`src/rtl/ppb_host_phy.sv`:
```
// ppb_host_phy: PPB initiator PHY framing ID/tx/rx beats; define PPB_HOST_CONT_EN for back-to-back frames via cont
module ppb_host_phy #(
  parameter int INPUT_BLOCKS = 20,
  parameter int OUTPUT_BLOCKS = 40,
  parameter int CLK_DIV = 8,
  parameter logic [22:0] EXPECTED_ID = 23'h31c748
) (
  input  logic clk,
  input  logic rst,
  input  logic start,
  input  logic link_rst,
`ifdef PPB_HOST_CONT_EN
  input  logic cont,
`endif
  input  logic [3*INPUT_BLOCKS-1:0] tx_data,
  output logic busy,
  output logic done,
  output logic [3*OUTPUT_BLOCKS-1:0] rx_data,
  output logic [22:0] rx_id,
  output logic id_err,
  output logic pmod_rst,
  output logic pmod_bus_clk,
  output logic pmod_bus_control,
  output logic [2:0] pmod_bus_poti,
  input  logic [2:0] pmod_bus_pito
);
  localparam int NB = 8 + (INPUT_BLOCKS > OUTPUT_BLOCKS ? INPUT_BLOCKS : OUTPUT_BLOCKS);
  localparam int CW = $clog2(8*CLK_DIV);
  localparam int BW = $clog2(NB);
  typedef enum logic [2:0] {IDLE, RST, HDR, DATA, TAIL} state_t;
  state_t state;
  logic [CW-1:0] cnt;
  logic [BW-1:0] beat;
  logic [2:0] s1, s2;
  logic [3*INPUT_BLOCKS-1:0] tx_sh;
  logic [3*OUTPUT_BLOCKS-1:0] rx_sh;
  logic [22:0] id_sh;
  logic half_end, beat_end, last_beat, go_on;
  assign half_end = cnt == CW'(CLK_DIV-1);
  assign beat_end = cnt == CW'(2*CLK_DIV-1);
  assign last_beat = beat == BW'(NB-1);
`ifdef PPB_HOST_CONT_EN
  assign go_on = cont;
`else
  assign go_on = 1'b0;
`endif
  always_ff @(posedge clk or posedge rst)
    if (rst) {s2, s1} <= '0;
    else begin
      s1 <= pmod_bus_pito;
      s2 <= s1;
    end
  always_ff @(posedge clk or posedge rst)
    if (rst) begin
      state <= IDLE;
      cnt <= '0;
      beat <= '0;
      tx_sh <= '0;
      rx_sh <= '0;
      id_sh <= '0;
      busy <= 1'b0;
      done <= 1'b0;
      rx_data <= '0;
      rx_id <= '0;
      id_err <= 1'b0;
      pmod_rst <= 1'b0;
      pmod_bus_clk <= 1'b0;
      pmod_bus_control <= 1'b0;
      pmod_bus_poti <= '0;
    end else begin
      done <= 1'b0;
      case (state)
        IDLE: begin
          cnt <= '0;
          beat <= '0;
          if (link_rst) begin
            state <= RST;
            pmod_rst <= 1'b1;
            busy <= 1'b1;
          end else if (start) begin
            state <= HDR;
            busy <= 1'b1;
            pmod_bus_control <= 1'b1;
            pmod_bus_poti <= '0;
            tx_sh <= tx_data;
          end
        end
        RST: begin
          cnt <= cnt + 1'b1;
          if (cnt == CW'(8*CLK_DIV-1)) begin
            state <= IDLE;
            cnt <= '0;
            pmod_rst <= 1'b0;
            busy <= 1'b0;
          end
        end
        HDR, DATA: begin
          cnt <= beat_end ? '0 : cnt + 1'b1;
          if (half_end) pmod_bus_clk <= 1'b1;
          if (beat_end) begin
            pmod_bus_clk <= 1'b0;
            beat <= beat + 1'b1;
            // id bit 23 arrives on s2[2] of header beat 7 and is dropped
            if (state == HDR) begin
              if (beat == BW'(7)) id_sh[22:21] <= s2[1:0];
              else id_sh[20:0] <= {s2, id_sh[20:3]};
            end else if (int'(beat) < 8 + OUTPUT_BLOCKS)
              rx_sh <= {s2, rx_sh[3*OUTPUT_BLOCKS-1:3]};
            if (last_beat) begin
              state <= TAIL;
              beat <= '0;
              pmod_bus_control <= 1'b0;
              pmod_bus_poti <= '0;
            end else begin
              if (beat == BW'(7)) state <= DATA;
              if (beat >= BW'(7)) begin
                pmod_bus_poti <= tx_sh[2:0];
                tx_sh <= tx_sh >> 3;
              end
            end
          end
        end
        TAIL: begin
          cnt <= cnt + 1'b1;
          if (half_end) begin
            cnt <= '0;
            done <= 1'b1;
            rx_data <= rx_sh;
            rx_id <= id_sh;
            id_err <= id_sh != EXPECTED_ID;
            if (go_on) begin
              state <= HDR;
              pmod_bus_control <= 1'b1;
              tx_sh <= tx_data;
            end else begin
              state <= IDLE;
              busy <= 1'b0;
            end
          end
        end
        default: state <= IDLE;
      endcase
    end
endmodule

```
`config.mk`:
```
export PLATFORM = sky130hd
export DESIGN_NAME = ppb_host_phy
export DESIGN_NICKNAME = d
export VERILOG_FILES = /design/src/rtl/ppb_host_phy.sv
export SDC_FILE = /design/constraint.sdc
export NUM_CORES = 1
export LEC_CHECK = 0
export ABC_AREA = 1
export BUFFER_PORTS_ARGS = -buffer_cell sky130_fd_sc_hd__buf_4
export CELL_PAD_IN_SITES_DETAIL_PLACEMENT = 2
export CELL_PAD_IN_SITES_GLOBAL_PLACEMENT = 2
export CORE_ASPECT_RATIO = 0.6
export CORE_MARGIN = 3
export CORE_UTILIZATION = 26
export DETAILED_ROUTE_END_ITERATION = 8
export GPL_TIMING_DRIVEN = 0
export PLACE_DENSITY = 0.69
export SETUP_SLACK_MARGIN = 0.15
export SKIP_CTS_REPAIR_TIMING = 1
export SYNTH_ARGS = -nofsm -noshare
export SYNTH_HDL_FRONTEND = slang
export SYNTH_SLANG_ARGS = --single-unit
```
`constraint.sdc`:
```
create_clock -name clk -period 34.8 [get_ports clk]
set_input_delay 3.48 -clock clk [delete_from_list [all_inputs] [get_ports clk]]
set_output_delay 3.48 -clock clk [all_outputs]
set_load 0.005 [all_outputs]
```
==> impl_metrics.tcl, run 1 <==
set metrics [dict create \
    p_comb_share_pct 11.3 \
    antenna_found_initial 0 \
    drive_above_1_share_pct 18.3 \
    first_global_vias 13599 \
    start_util_pct 26.7 \
    avgRoutedWirePerCell_um 17.3 \
    finalWeightedCongestion 0.751 \
    num_rows 67 \
    synthArstFlopShare_pct 100 \
    critPathSlowestCell "dfrtp_1" \
    clock-sinks 376 \
    p_clk_share_pct 42.2 \
    setup_viol 0 \
    htree_num_levels 2 \
    syn2layout_area_growth_pct 26.9 \
    core_area_um2 56700 \
    endpoint_kind "output pin" \
    relSlewSlack_pct 53.8 \
    yosysSeqAreaShare_pct 62.2 \
    diodes 0 \
    ys_seq_elements 376 \
    post-route-util_pct 33.9 \
    fin_cells 2756 \
    synth.distinct_cells 30 \
    fmax_ghz 0.216 \
    crit_type "flop to output pin" \
    layout.nets 2036 \
    cp.required_ps 31320 \
    cts.path.max_buffers 3 \
    grt_start_max_net_pins 124 \
    drt-initial-drc-count 554 \
    dp_hpwl_mm 33.7 \
    max-cap-violations 0 \
    grt_pass1_wl_mm 77.1 \
    hold_violations 0 \
    cts_root_buffer "clkbuf_16" \
    fin_crit_sh_pct 13.3 \
    slew_violations 0 \
    finalWorstPathRequiredPeriod_ps 4640 \
    die_y_um 193 \
    fin_hold_ws_ps 356 \
    status "finished clean" \
    p_seq_share_pct 46.5 \
    ant_nets 0 \
    die_w_um 318 \
    viasPerCell 4.43 \
    vias 12219 \
    synth_nets 1772 \
    clkLatencyLatePin_ps 550 \
    synthCells 1702 \
    syn-cell-area_um2 15100 \
    grt_usage_pct 15.6 \
    switchingPower_w 0.000299 \
    wl_mm 47.7 \
    post-route-drc-count 0 \
    hp-class "flop to flop" \
    worst_pin_slew_ps 693 \
    vdd_drop_max_v 0.0000320 \
    cts_tree "yes" \
    avgSynthCellArea_um2 8.89 \
    path_buf_inv 1 \
    globalRouteOverflowTotal 0 \
    port_buffers 218 \
    dpl.cell_count 2682 \
    die_area_um2 61200 \
    synth-edff-count 0 \
    synthFlopType "dfrtp_1" \
    p_leak_nw 9.26 \
    cp_top_family "flip-flops" \
    cpPeakStageDelay_ps 440 \
    clk_pin_slew_worst_paths_ps 60 \
    firstDrtPassIters 5 \
    ys.warnings.count 0 \
    cp-start-kind "flop" \
    cp_max_fo 2 \
    skew_ps 21.1 \
    netSwitchingFraction_pct 27.3 \
    worstPathArrival_ps 1160 \
    ios 219 \
    power_density_nw_per_um2 57.0 \
    tns_ps 0 \
    p_int_w 0.000797 \
    rsz0062_at_grt "no" \
    cts_buffers 41 \
    crit_chain "buf_4" \
]
==> stage by stage <==
stage / cell area (µm²) / setup WS (ps) / power [W]
floorplan: 15100 / 20880 / 0.000594
global placement: 17700 / 16010 / 0.000632
detailed placement: 17800 / 29540 / 0.000643
CTS: 19200 / 30140 / 0.00112
global route: 19200 / 30010 / 0.00116
finish: 19200 / 30160 / 0.00110
==> synth_stat cells (2+ instances only) <==
| cell | n | area, µm² |
|---|---|---|
| buf_1 | 7 | 26.3 |
| o21a_1 | 2 | 15.0 |
| dfrtp_1 | 376 | 9410 |
| buf_2 | 33 | 165 |
| inv_1 | 165 | 619 |
| nand2_2 | 4 | 25.0 |
| o21ai_1 | 165 | 826 |
| nand2_4 | 2 | 22.5 |
| ha_1 | 3 | 37.5 |
| buf_4 | 9 | 67.6 |
| buf_6 | 13 | 146 |
| nand2_1 | 692 | 2600 |
| nand3_1 | 18 | 90.1 |
| a21oi_1 | 7 | 35.0 |
| nor2_4 | 3 | 33.8 |
| clkbuf_1 | 25 | 93.8 |
| xor2_1 | 4 | 35.0 |
| o21ai_0 | 126 | 631 |
| nor2_1 | 22 | 82.6 |
| nand4_1 | 10 | 62.6 |
| inv_2 | 7 | 26.3 |
==> per-layer routing <==
| layer | GRT usage (%) | part of all wire [%] | up-vias |
|---|---|---|---|
| li1 | - | - | 5805 |
| met3 | 2.86 | 3.3 | 51 |
| met4 | 2.75 | 1.5 | 0 |
| met5 | 0 | 0 | - |
| met2 | 25.8 | 46 | 146 |
| met1 | 21.5 | 49 | 6217 |
==> layout make-up <==
class,instances,area (µm²)
Buffer,87,499
Clock buffer,55,1140
Clock inverter,19,260
Fill cell,6384,37500
Inverter,172,653
Multi-Input combinational cell,1067,4580
Sequential cell,376,9410
Tap cell,759,950
Timing Repair Buffer,221,1720
==> cell usage in the layout, fill, tap and decap left out, drive strengths merged <==
master and instances:
dfrtp 376, o22ai 1, nand3 19, nor3 1
clkinv 9, buf 283, or2 1, inv 174
o211ai 1, clkinvlp 3, o21a 2, ha 3
nor2 27, xor2 4, clkbuf 80, a21oi 7
nand4 10, a31oi 1, bufinv 5, nand2 698
o21ai 292
==> final timing paths <==
| kind | start | to | slack [ps] | cells past startpoint |
|---|---|---|---|---|
| max | pmod_bus_poti[1] | pmod_bus_poti[1] | 30160 | 1 |
| min | s1[2] | s2[2] | 360 | 0 |
| max reg2reg | cnt[0] | rx_id[16] | 32310 | 9 |
| min reg2reg | s1[2] | s2[2] | 360 | 0 |
| max in group asynchronous | rst | rx_data[12] | 30260 | 4 |
| min in group asynchronous | rst | tx_sh[23] | 2980 | 2 |
==> registers in the layout, indices dropped and copies added (netlist names), 6 cells and up <==
signal / cells
beat: 6
cnt: 6
id_sh: 23
rx_data: 120
rx_id: 23
rx_sh: 120
tx_sh: 60
==> power groups by stage <==
stage / clock network [W] / logic (W) / registers [W]
after floorplan: 0 / 0.0000853 / 0.000509
after global placement: 0 / 0.000117 / 0.000515
after detailed placement: 0 / 0.000126 / 0.000517
after CTS: 0.000478 / 0.000128 / 0.000510
after global routing: 0.000499 / 0.000146 / 0.000516
final: 0.000463 / 0.000123 / 0.000510
==> kinds of logic after synthesis <==
group / Yosys count / share of synthesized area [%]
fa+ha+maj: 3 / 0.248
xor+xnor: 4 / 0.231
compound gates: 304 / 10.2
simple gates: 756 / 19.6
buf+inv: 259 / 7.56
flops: 376 / 62.2
Note: power is estimated with default switching activity, not from simulation.
==> run 2: changes to the inputs <==
ABC_AREA = 0   (was 1)
PLACE_DENSITY = 0.63   (was 0.69)
clock period = 4.55 ns   (was 34.8 ns; I/O delays follow)
==> impl_metrics.tcl, run 2 <==
set metrics [dict create \
    status "finished clean" \
    worstPathArrival_ps 3310 \
    stdcell_area_um2 19000 \
    synth_most_common_cell "dfrtp_1" \
    avgRoutedWirePerCell_um 18.9 \
    cpPeakStageDelay_ps 450 \
    skew_ps 16.7 \
    avgSynthCellArea_um2 14.4 \
    cp-start-kind "flop" \
    clock-sinks 376 \
    wl_mm 39.5 \
    cp_max_fo 11 \
    cts_tree "yes" \
    htree_num_levels 2 \
    die_y_um 191 \
    syn2layout_area_growth_pct 28.2 \
    num_rows 67 \
    crit_start "cnt[0]" \
    vias 9156 \
    post-route-drc-count 0 \
    cp.required_ps 4980 \
    ys_seq_elements 376 \
    synth_nets 1096 \
    power_density_nw_per_um2 432 \
    layout.nets 1370 \
    setup_viol 0 \
    antenna_found_initial 0 \
    rsz0062_at_grt "no" \
    grt_usage_pct 13.2 \
    grt_pass1_wl_mm 62.4 \
    die_w_um 314 \
    synth.distinct_cells 45 \
    hp-class "primary input to async pin" \
    ios 219 \
    grt_start_max_net_pins 41 \
    crit_chain "ha_1 > or3b_4 > nor3_4 > nand3_1 > clkbuf_1 > buf_2 > mux2_2" \
    final_cell_mix "376 x dfrtp_1, 266 x mux2_2, 218 x buf_4" \
    relSlewSlack_pct 34.0 \
    placed_area_um2 17600 \
    globalRouteOverflowTotal 0 \
    start_util_pct 26.4 \
    fmax_ghz 0.347 \
    synthTopCellsByCount "376 x dfrtp_1, 266 x mux2_2, 85 x nand2_1" \
    synth_top_area_share_pct 63.5 \
    drt-initial-drc-count 234 \
    synthCells 1026 \
    worst_pin_slew_ps 977 \
    firstDrtPassIters 4 \
    ys.warnings.count 0 \
    power.total_w 0.00821 \
    tns_ps 0 \
    syn-cell-area_um2 14800 \
    fin_crit_sh_pct 63.3 \
    cp_top_family "simple AND/OR/NAND/NOR gates" \
    crit_type "flop to flop" \
    port_buffers 218 \
    synthFlopType "dfrtp_1" \
    synth_area_leaders "dfrtp_1 63%, mux2_2 20%, mux2i_1 3.9%" \
    finalWeightedCongestion 0.717 \
    vdd_drop_max_v 0.000219 \
    synth-edff-count 0 \
    critPathSlowestCell "or3b_4" \
    ant_nets 0 \
    slew_violations 0 \
    die_area_um2 60000 \
    multi_input_comb_area_um2 5140 \
    path_buf_inv 2 \
    synthArstFlopShare_pct 100 \
    cts_buffers 41 \
    largest_registers "rx_data x120, rx_sh x120, tx_sh x60" \
    yosysTopAreaCell "dfrtp_1" \
    cts_root_buffer "clkbuf_16" \
    post-route-util_pct 33.9 \
    first_global_vias 10251 \
    clk_pin_slew_worst_paths_ps 70 \
    viasPerCell 4.38 \
    max-cap-violations 0 \
    hold_violations 0 \
    finalWorstPathRequiredPeriod_ps 2880 \
    regArea_um2 9410 \
    core_area_um2 56100 \
    final_common_cell "dfrtp_1" \
    regToRegStartpoint "cnt[0]" \
    endpoint_kind "flop" \
    clkLatencyLatePin_ps 550 \
    fin_hold_ws_ps 42.7 \
    p_leak_nw 9.92 \
    drive_above_1_share_pct 46.4 \
    n_fill_cell 5787 \
    yosysSeqAreaShare_pct 63.5 \
    dp_hpwl_mm 28.4 \
    cts.path.max_buffers 3 \
]
==> run 2: changes by cell type after synthesis, sizes merged, moves of 4 or more <==
cell and delta:
nand2 -613, mux2 +286, o21ai -213, inv -167, mux2i +58, buf -26, nor2 -14, nand4 -9
nand3 -8, clkbuf -7, nor3 +6, nor2b +4, xor2 -4
==> run 2: layer usage <==
metal	up-vias	track usage (%)	share of wire, %
met4	0	2.45	1.5
li1	4152	-	-
met2	136	19.8	44
met3	45	3.50	5.5
met1	4823	19.3	49
met5	-	0	0
==> run 2: power by group <==
part           leakage [nW]  internal, W  total (W)  switching, W
combinational          4.11     0.000409    0.00102      0.000611
clock                 0.669      0.00197    0.00337       0.00141
sequential             5.14      0.00364    0.00382      0.000181
total                  9.92      0.00601    0.00821       0.00220
==> run 2: final timing paths <==
kind / end / depth (start not counted) / slack [ps]
min in group clk: tx_sh[58] / 3 / 150
worst max register to register: rx_sh[104] / 7 / 1670
worst max-delay path: rx_sh[104] / 7 / 1670
worst min register to register: s2[1] / 0 / 350
worst min-delay path: pmod_bus_clk / 2 / 40
max in group asynchronous: rx_data[64] / 7 / 2750
==> run 2: area by class of cell <==
| class | count | area share, % |
|---|---|---|
| clock inverters | 13 | 0.777 |
| plain buffers | 54 | 1.34 |
| multi-input cells | 591 | 27.1 |
| well taps | 759 | 5.00 |
| diodes | 1 | 0.0132 |
| flip-flops and latches | 376 | 49.5 |
| repair buffers | 231 | 9.83 |
| inverters | 5 | 0.119 |
| clock buffers | 59 | 6.34 |
==> run 2: cell families after synthesis <==
logic type                 count (synthesis)  synth area share [%]
buffers and inverters                     59                  1.84
xor gates and xnor gates                   1                0.0591
and+or+nand+nor                          140                  4.36
DFF                                      376                  63.5
AOI/OAI and AO/OA                        103                  3.85
adders and majority gates                  3                 0.253
muxes                                    344                  26.2
==> run 2: through the flow <==
step           std cells  worst slack [ps]
2_1_floorplan       1026              -955
3_3_place_gp        2003             -3510
3_5_place_dp        2013              1520
4_1_cts             2085              1490
5_1_grt             2088              1350
6_report            2089              1670
